<file path="src/rtl/rmii_tx_frame_loader_if.sv">
// rmii_tx_frame_loader_if: source handshakes and FIFO write port of the RMII TX frame loader
interface rmii_tx_frame_loader_if;
  logic       req0_valid;
  logic [7:0] req0_data;
  logic       req0_last;
  logic       req0_ready;
  logic       req1_valid;
  logic [7:0] req1_data;
  logic       req1_last;
  logic       req1_ready;
  logic [7:0] fifo_din;
  logic       fifo_wren;
  logic       fifo_EOD_in;
  logic       fifo_full;
  modport master (
    input  req0_valid, req0_data, req0_last, req1_valid, req1_data, req1_last, fifo_full,
    output req0_ready, req1_ready, fifo_din, fifo_wren, fifo_EOD_in
  );
  modport slave (
    output req0_valid, req0_data, req0_last, req1_valid, req1_data, req1_last, fifo_full,
    input  req0_ready, req1_ready, fifo_din, fifo_wren, fifo_EOD_in
  );
endinterface

</file>
<file path="src/rtl/rmii_tx_frame_loader.sv">
// rmii_tx_frame_loader: round-robin loader of two frame sources into the RMII TX FIFO, with
// zero padding to MIN_LEN, truncation at MAX_LEN and appended Ethernet FCS flagged by EOD.
module rmii_tx_frame_loader #(
  parameter int MIN_LEN = 60,
  parameter int MAX_LEN = 1514
) (
  input  logic                          REF_CLK,
  input  logic                          arst_n,
  rmii_tx_frame_loader_if.master        bus,
  output logic                          busy,
  output logic                          grant,
  output logic [15:0]                   frames_sent,
  output logic [15:0]                   trunc_count
);
  typedef enum logic [2:0] {S_IDLE, S_BODY, S_PAD, S_FCS, S_DRAIN} state_t;
  localparam logic [11:0] MIN_L = 12'(MIN_LEN);
  localparam logic [11:0] MAX_L = 12'(MAX_LEN);
  state_t      state, state_nx;
  logic        last_served;
  logic [10:0] byte_cnt;
  logic [11:0] cnt_inc;
  logic [31:0] crc, fcs;
  logic [1:0]  fcs_idx;
  logic        any_valid, sel_valid, sel_last, body_wr, pad_wr, fcs_wr, fcs_done, trunc, rdy;
  logic [7:0]  sel_data;

  // reflected CRC-32, data bits consumed LSB first
  function automatic logic [31:0] crc_byte(input logic [31:0] c, input logic [7:0] d);
    logic [31:0] r;
    r = c;
    for (int i = 0; i < 8; i++) r = (r >> 1) ^ ((r[0] ^ d[i]) ? 32'hEDB88320 : 32'h0);
    return r;
  endfunction

  always_comb begin
    any_valid = bus.req0_valid | bus.req1_valid;
    sel_valid = grant ? bus.req1_valid : bus.req0_valid;
    sel_data  = grant ? bus.req1_data : bus.req0_data;
    sel_last  = grant ? bus.req1_last : bus.req0_last;
    cnt_inc   = {1'b0, byte_cnt} + 12'd1;
    fcs       = ~crc;
    body_wr   = state == S_BODY && sel_valid && !bus.fifo_full;
    pad_wr    = state == S_PAD && !bus.fifo_full;
    fcs_wr    = state == S_FCS && !bus.fifo_full;
    fcs_done  = fcs_wr && fcs_idx == 2'd3;
    trunc     = body_wr && !sel_last && cnt_inc == MAX_L;
  end

  always_ff @(posedge REF_CLK or negedge arst_n)
    if (!arst_n) state <= S_IDLE;
    else state <= state_nx;

  always_comb begin
    state_nx = state;
    case (state)
      S_IDLE:  state_nx = any_valid ? S_BODY : S_IDLE;
      S_BODY:  if (body_wr) state_nx = sel_last ? (cnt_inc < MIN_L ? S_PAD : S_FCS) : (trunc ? S_DRAIN : S_BODY);
      S_PAD:   if (pad_wr && cnt_inc >= MIN_L) state_nx = S_FCS;
      S_DRAIN: if (sel_valid && sel_last) state_nx = S_FCS;
      S_FCS:   if (fcs_done) state_nx = S_IDLE;
      default: state_nx = S_IDLE;
    endcase
  end

  // din follows the state rather than the strobe so it holds steady while the FIFO is full
  always_comb begin
    rdy             = (state == S_BODY && !bus.fifo_full) || state == S_DRAIN;
    bus.req0_ready  = rdy && !grant;
    bus.req1_ready  = rdy && grant;
    bus.fifo_wren   = body_wr || pad_wr || fcs_wr;
    bus.fifo_din    = state == S_BODY ? sel_data : state == S_FCS ? fcs[{fcs_idx, 3'b000} +: 8] : 8'h00;
    bus.fifo_EOD_in = fcs_done;
    busy            = state != S_IDLE;
  end

  always_ff @(posedge REF_CLK or negedge arst_n)
    if (!arst_n) begin
      grant       <= 1'b0;
      last_served <= 1'b1;
      byte_cnt    <= '0;
      crc         <= 32'hFFFFFFFF;
      fcs_idx     <= '0;
      frames_sent <= '0;
      trunc_count <= '0;
    end else begin
      if (state == S_IDLE && any_valid) begin
        grant    <= (bus.req0_valid && bus.req1_valid) ? ~last_served : bus.req1_valid;
        byte_cnt <= '0;
        crc      <= 32'hFFFFFFFF;
        fcs_idx  <= '0;
      end
      if (body_wr || pad_wr) begin
        crc      <= crc_byte(crc, body_wr ? sel_data : 8'h00);
        byte_cnt <= cnt_inc[10:0];
      end
      if (trunc) trunc_count <= trunc_count + 16'd1;
      if (fcs_wr) fcs_idx <= fcs_idx + 2'd1;
      if (fcs_done) begin
        frames_sent <= frames_sent + 16'd1;
        last_served <= grant;
      end
    end
endmodule

</file>
<file path="src/flat_wrapper.sv">
// flat-port wrapper written by rule: the top's interface ports become plain ports
module rmii_tx_frame_loader_flat 
#(
  parameter int MIN_LEN = 60,
  parameter int MAX_LEN = 1514
)
  (REF_CLK, arst_n, busy, grant, frames_sent, trunc_count, bus_req0_valid, bus_req0_data, bus_req0_last, bus_req1_valid, bus_req1_data, bus_req1_last, bus_fifo_full, bus_req0_ready, bus_req1_ready, bus_fifo_din, bus_fifo_wren, bus_fifo_EOD_in);
  rmii_tx_frame_loader_if bus_i ();
  input  logic REF_CLK;
  input  logic arst_n;
  output logic busy;
  output logic grant;
  output logic [15:0] frames_sent;
  output logic [15:0] trunc_count;
  input wire logic [$bits(bus_i.req0_valid)-1:0] bus_req0_valid;
  input wire logic [$bits(bus_i.req0_data)-1:0] bus_req0_data;
  input wire logic [$bits(bus_i.req0_last)-1:0] bus_req0_last;
  input wire logic [$bits(bus_i.req1_valid)-1:0] bus_req1_valid;
  input wire logic [$bits(bus_i.req1_data)-1:0] bus_req1_data;
  input wire logic [$bits(bus_i.req1_last)-1:0] bus_req1_last;
  input wire logic [$bits(bus_i.fifo_full)-1:0] bus_fifo_full;
  output wire logic [$bits(bus_i.req0_ready)-1:0] bus_req0_ready;
  output wire logic [$bits(bus_i.req1_ready)-1:0] bus_req1_ready;
  output wire logic [$bits(bus_i.fifo_din)-1:0] bus_fifo_din;
  output wire logic [$bits(bus_i.fifo_wren)-1:0] bus_fifo_wren;
  output wire logic [$bits(bus_i.fifo_EOD_in)-1:0] bus_fifo_EOD_in;
  assign bus_i.req0_valid = bus_req0_valid;
  assign bus_i.req0_data = bus_req0_data;
  assign bus_i.req0_last = bus_req0_last;
  assign bus_i.req1_valid = bus_req1_valid;
  assign bus_i.req1_data = bus_req1_data;
  assign bus_i.req1_last = bus_req1_last;
  assign bus_i.fifo_full = bus_fifo_full;
  assign bus_req0_ready = bus_i.req0_ready;
  assign bus_req1_ready = bus_i.req1_ready;
  assign bus_fifo_din = bus_i.fifo_din;
  assign bus_fifo_wren = bus_i.fifo_wren;
  assign bus_fifo_EOD_in = bus_i.fifo_EOD_in;
  rmii_tx_frame_loader #(.MIN_LEN(MIN_LEN), .MAX_LEN(MAX_LEN)) u_core (.REF_CLK(REF_CLK), .arst_n(arst_n), .bus(bus_i), .busy(busy), .grant(grant), .frames_sent(frames_sent), .trunc_count(trunc_count));
endmodule
</file>
<file path="config.mk">
export PLATFORM = sky130hd
export DESIGN_NAME = rmii_tx_frame_loader_flat
export DESIGN_NICKNAME = d
export VERILOG_FILES = /design/src/rtl/rmii_tx_frame_loader_if.sv /design/src/rtl/rmii_tx_frame_loader.sv /design/src/flat_wrapper.sv
export SDC_FILE = /design/constraint.sdc
export NUM_CORES = 1
export LEC_CHECK = 0
export ABC_AREA = 1
export CORE_MARGIN = 8
export CORE_UTILIZATION = 40
export DETAILED_ROUTE_END_ITERATION = 10
export MAX_ROUTING_LAYER = met4
export PLACE_DENSITY_LB_ADDON = 0.12
export REMOVE_ABC_BUFFERS = 1
export SLEW_MARGIN = 20
export SYNTH_ARGS = -nofsm -noshare
export SYNTH_HDL_FRONTEND = slang
export SYNTH_SLANG_ARGS = --single-unit
export TNS_END_PERCENT = 10
</file>
<file path="constraint.sdc">
create_clock -name REF_CLK -period 4.11 [get_ports REF_CLK]
set_input_delay 0.822 -clock REF_CLK [delete_from_list [all_inputs] [get_ports REF_CLK]]
set_output_delay 0.822 -clock REF_CLK [all_outputs]
set_load 0.05 [all_outputs]
</file>
-- Yosys cells after proc, flatten, opt, wreduce, memory -nomap -nowiden
Cells that the tools add are included.
- $add $sub $neg: 4
- multiply operators: 0
- div/mod/pow operators: 0
- $lt $le $gt $ge: 2
- eq/ne operators: 10
- shift operators: 1
- multiplexer cells: 30
- bitwise operators: 19
- reduce and logical (&&, ||, !) cells: 25
- operators by type and width (cell ; number):
    32-bit two-way mux ; 10
    31-bit by 32-bit bitwise XOR with 32-bit output ; 8
    16-bit by 1-bit adder with 16-bit output, second input constant ; 2
    8-bit two-way mux ; 4
    32-bit inverter ; 1
    32-bit by 6-bit indexed part select with 8-bit output ; 1
    11-bit two-way mux ; 2
    3-bit two-way mux ; 6
    3-bit one-hot mux with 5 select lines ; 1
    1-bit logical AND ; 14
    11-bit by 1-bit adder with 12-bit output, second input constant ; 1
    12-bit by 11-bit == test with 1-bit output, second input constant ; 1
    12-bit by 6-bit >= comparator with 1-bit output, second input constant ; 1
    12-bit by 6-bit less-than comparator with 1-bit output, second input constant ; 1
    1-bit bitwise XOR ; 8
    3-bit by 2-bit == test with 1-bit output, second input constant ; 2
    1-bit two-way mux ; 5
    2-bit two-way mux ; 2
    2-bit by 1-bit inequality test with 1-bit output, second input constant ; 2
    2-bit inequality test, second input constant ; 2
    4-bit AND reduction ; 1
    2-bit nonzero test ; 2
    3-bit by 1-bit == test with 1-bit output, second input constant ; 1
    3-bit == test, second input constant ; 1
    other kinds (8) ; 12
- register bits after elaboration: 82
- latch bits: 0
- memory bits (writable): 0
- memory bits (read-only): 0
- input bits: 23
- memories kept: 0

-- Longest topological paths before layout
- word-level depth: 29
- mapped depth: 17
- mapped depth without buffers: 17

-- Worst setup path before layout
Ideal clock, no wire load.
- path type: input to output
- start point: input port bus_req1_valid
- end point: output port bus_fifo_wren
- arrival time: 2.012 ns
- slack: 1.276 ns
- stages: 7
- path buffers: 1
- path through: nand2_1 > o21ai_2 > nand2_2 > inv_4 > a21oi_4 > clkbuf_1 > nand2_1
- longest elaborated chain between the ends: 5
- ends and longest elaborated chain (item ; RTL line ; RTL):
    start: declaration ; flat_wrapper.sv:18 ; input wire logic [$bits(bus_i.req1_valid)-1:0] bus_req1_valid;
    1-bit two-way mux ; rmii_tx_frame_loader.sv:37 ; sel_valid = grant ? bus.req1_valid : bus.req0_valid;
    1-bit logical AND (2 in a row) ; rmii_tx_frame_loader.sv:42 ; body_wr = state == S_BODY && sel_valid && !bus.fifo_full;
    1-bit logical OR (2 in a row) ; rmii_tx_frame_loader.sv:70 ; bus.fifo_wren = body_wr || pad_wr || fcs_wr;
    end: declaration ; flat_wrapper.sv:25 ; output wire logic [$bits(bus_i.fifo_wren)-1:0] bus_fifo_wren;
No other way between the ends.

-- Worst setup path after layout
- start point: register u_core.fcs_idx[0]
- end point: output port bus_fifo_din[0]
- longest elaborated chain between the ends: 3
- ends and longest elaborated chain (item ; RTL line ; RTL):
    start: declaration ; rmii_tx_frame_loader.sv:23 ; logic [1:0] fcs_idx;
    start signal: assignment ; rmii_tx_frame_loader.sv:97 ; if (fcs_wr) fcs_idx <= fcs_idx + 2'd1;
    32-bit by 6-bit indexed part select with 8-bit output ; rmii_tx_frame_loader.sv:71 ; bus.fifo_din = state == S_BODY ? sel_data : state == S_FCS ? fcs[{fcs_idx, 3'b000} +: 8] : 8'h00;
    8-bit two-way mux (2 in a row) ; rmii_tx_frame_loader.sv:71 ;
    end: declaration ; flat_wrapper.sv:24 ; output wire logic [$bits(bus_i.fifo_din)-1:0] bus_fifo_din;
No other way between the ends.

==> impl_metrics.toml <==
[clock_network]
clk_pin_slew_ps = 70
cts_buffer_depth = 2
clock_sinks = 82
ctsResizeCount = 0
clock_latency_ps = 350
cts_tree = "yes"
htree_levels = 3
cts_buffers = 9
postCtsHoldBufs = 0
cts-root-buf = "clkbuf_16"
post_cts_buffers = 0

[run]
max_cap_violations = 0

[setup_path]
setup.worst_path.start_class = "flop"
cp-end-kind = "output port"
crit_arrival_ps = 2830
worstPathMaxFanout = 21
critPathTopFamily = "buffers and inverters"
worst-path-buf-inv = 2
path_cells = "inv_1, o21ai_0, a32o_1, clkdlybuf4s50_1"
cpPeakStageDelay_ps = 820
cp_data_required_time_ps = 3290
slowest_stage = "clkdlybuf4s50_1"
path_class = "flop to output port"

[logic_synthesis]
synth_edf_count = 0
ys.warnings.count = 0
yosysMostFrequentCell = "nand2_1"
synth_largest_area_cell = "dfrtp_1"
synth_commonest_cells = "202 x nand2_1, 91 x inv_1, 62 x nand3_1"
syn_avg_cell_area_um2 = 7.447
synth_ff_type = "dfrtp_1"
syn_area_um2 = 5742
synthTopCellsByArea = "dfrtp_1 21%, dfstp_2 15%, nand2_1 13%"
postSynthRegisterBits = 82
ys_types = 48
async_flop_share = 1.000
syn_inst = 771
yosysTopAreaCellShare = 0.2136
ys_seq_area_frac = 0.3646

[placement]
dp_hpwl_um = 12030
dp_cells = 1007
place_congestion = 0.9178
io_buffers = 68

[power_and_ir_drop]
p_per_area_nw_per_um2 = 711.9
p_leak_nw = 3.191
ir_drop_mv = 0.2864

[sta]
post-route-period-util = 0.8891
worst_slew_pin_slew_ps = 817.0
fin_crit_ps = 3654
clock_skew_ps = 9.818
relSlewSlack = 0.4554
hold_violations = 0
drv_slew = 0
clock.fmax_mhz = 273.7
rsz0062_at_grt = "false"
setup-violations-final = 0
finalSetupTns_ps = 0

[min_path]
hp-class = "flop to flop"

[finish]
stdcell_count = 1023
nets = 866
antenna_cells = 0
seqCellArea_um2 = 2093
drive_above_1_share = 0.1495
fillCellCount = 1381
multiInputGateArea_um2 = 3129
area_growth_pct = 19.70

[outcome]
status = "completed"

[die]
io-pin-count = 69
dieArea_um2 = 18440
die_w_um = 135.8
core_area_um2 = 13930
std_cell_rows = 43
die_y_um = 135.8
start_util = 0.4120

[detailed_routing]
met3WireLength_um = 731
drt_iter0_drc = 403
drtAntennaViolNets = 0
wl_met2_um = 7784
top_layer_used = "met4"
finalWirelength_um = 16420
wl_per_cell_um = 16.05
dr.pass1.iters = 5
viasPerCell = 5.229
vias = 5349
drc = 0
wl_met1_um = 7712

[global_routing]
gr-usage-all-layers = 0.1900
grt_pass1_vias = 5325
grt_max_degree = 63
grt_overflow = 0
grt_pass1_wl_um = 27160
antenna_found_initial = 0
## report_power, final
part           switching, mW  leakage [nW]  internal, mW
Sequential             0.204          1.01          1.09
Clock                  0.377         0.129         0.418
Combinational           1.91          2.06         0.893
## layout by cell type, fill, tap and decap left out, drive strengths merged, types with 16 or more instances in the layout
master / count
xor2: 39
nand3: 65
dfrtp: 49
nor2: 53
inv: 108
xnor2: 16
nand2: 226
o21ai: 60
clkdlybuf4s50: 66
dfstp: 33
a21oi: 36
nand4: 17
## cell type report
type	instances	area share
Timing Repair Buffer	75	0.1078
Inverter	106	0.05844
Clock inverter	7	0.008374
Tap cell	180	0.03277
Clock buffer	9	0.03277
Multi-Input combinational cell	564	0.4553
Sequential cell	82	0.3046
## flip-flops by register name (all words and copies together) (netlist names)
| signal | count |
|---|---|
| u_core.crc | 32 |
| u_core.frames_sent | 16 |
| u_core.trunc_count | 16 |
| u_core.byte_cnt | 11 |
| u_core.state | 3 |
| u_core.fcs_idx | 2 |
| u_core.grant | 1 |
| u_core.last_served | 1 |
## final timing paths
path | from | endpoint | slack [ps] | depth (start not counted)
max | u_core.fcs_idx[0]$_DFFE_PN0P_ | bus_fifo_din[0] | 460 | 4
min | u_core.frames_sent[15]$_DFFE_PN0P_ | u_core.frames_sent[15]$_DFFE_PN0P_ | 480 | 1
max reg2reg | u_core.grant$_DFFE_PN0P_ | u_core.crc[14]$_DFFE_PN1P_ | 1260 | 11
max in group asynchronous | arst_n | u_core.byte_cnt[8]$_DFFE_PN0P_ | 2750 | 2
min reg2reg | u_core.frames_sent[15]$_DFFE_PN0P_ | u_core.frames_sent[15]$_DFFE_PN0P_ | 480 | 1
min in group asynchronous | arst_n | u_core.grant$_DFFE_PN0P_ | 580 | 1
## kinds of logic (layout without fill, tap and decap cells)
logic type	after synthesis	in the layout	share of synthesized area
buffers and inverters	125	197	0.09043
and+or+nand+nor	386	386	0.3208
adders and majority gates	5	5	0.01090
DFF	82	82	0.3646
AOI/OAI and AO/OA	118	118	0.1164
xor gates and xnor gates	55	55	0.09697
## through the flow
| stage | hold WS (ps) | worst slack (ps) | util | cell area (um^2) | power (mW) |
|---|---|---|---|---|---|
| 6_report | 484.7 | 456.0 | 0.4932 | 6873 | 4.893 |
| 2_1_floorplan | 455.7 | 1049 | - | 5624 | 3.260 |
| 5_1_grt | 492.9 | 259.7 | 0.4932 | 6873 | 5.280 |
| 3_5_place_dp | 467.4 | 516.6 | 0.4729 | 6590 | 4.100 |
| 3_3_place_gp | 469.1 | 541.9 | 0.4729 | 6590 | 4.033 |
| 4_1_cts | 489.1 | 445.6 | 0.4932 | 6873 | 4.918 |
## layer usage
layer / track usage / up-vias
met5: - / -
met4: 0.04997 / 0
met3: 0.03985 / 16
met2: 0.3011 / 155
met1: 0.2415 / 2559
li1: - / 2619
Note: power is estimated with default switching activity, not from simulation.
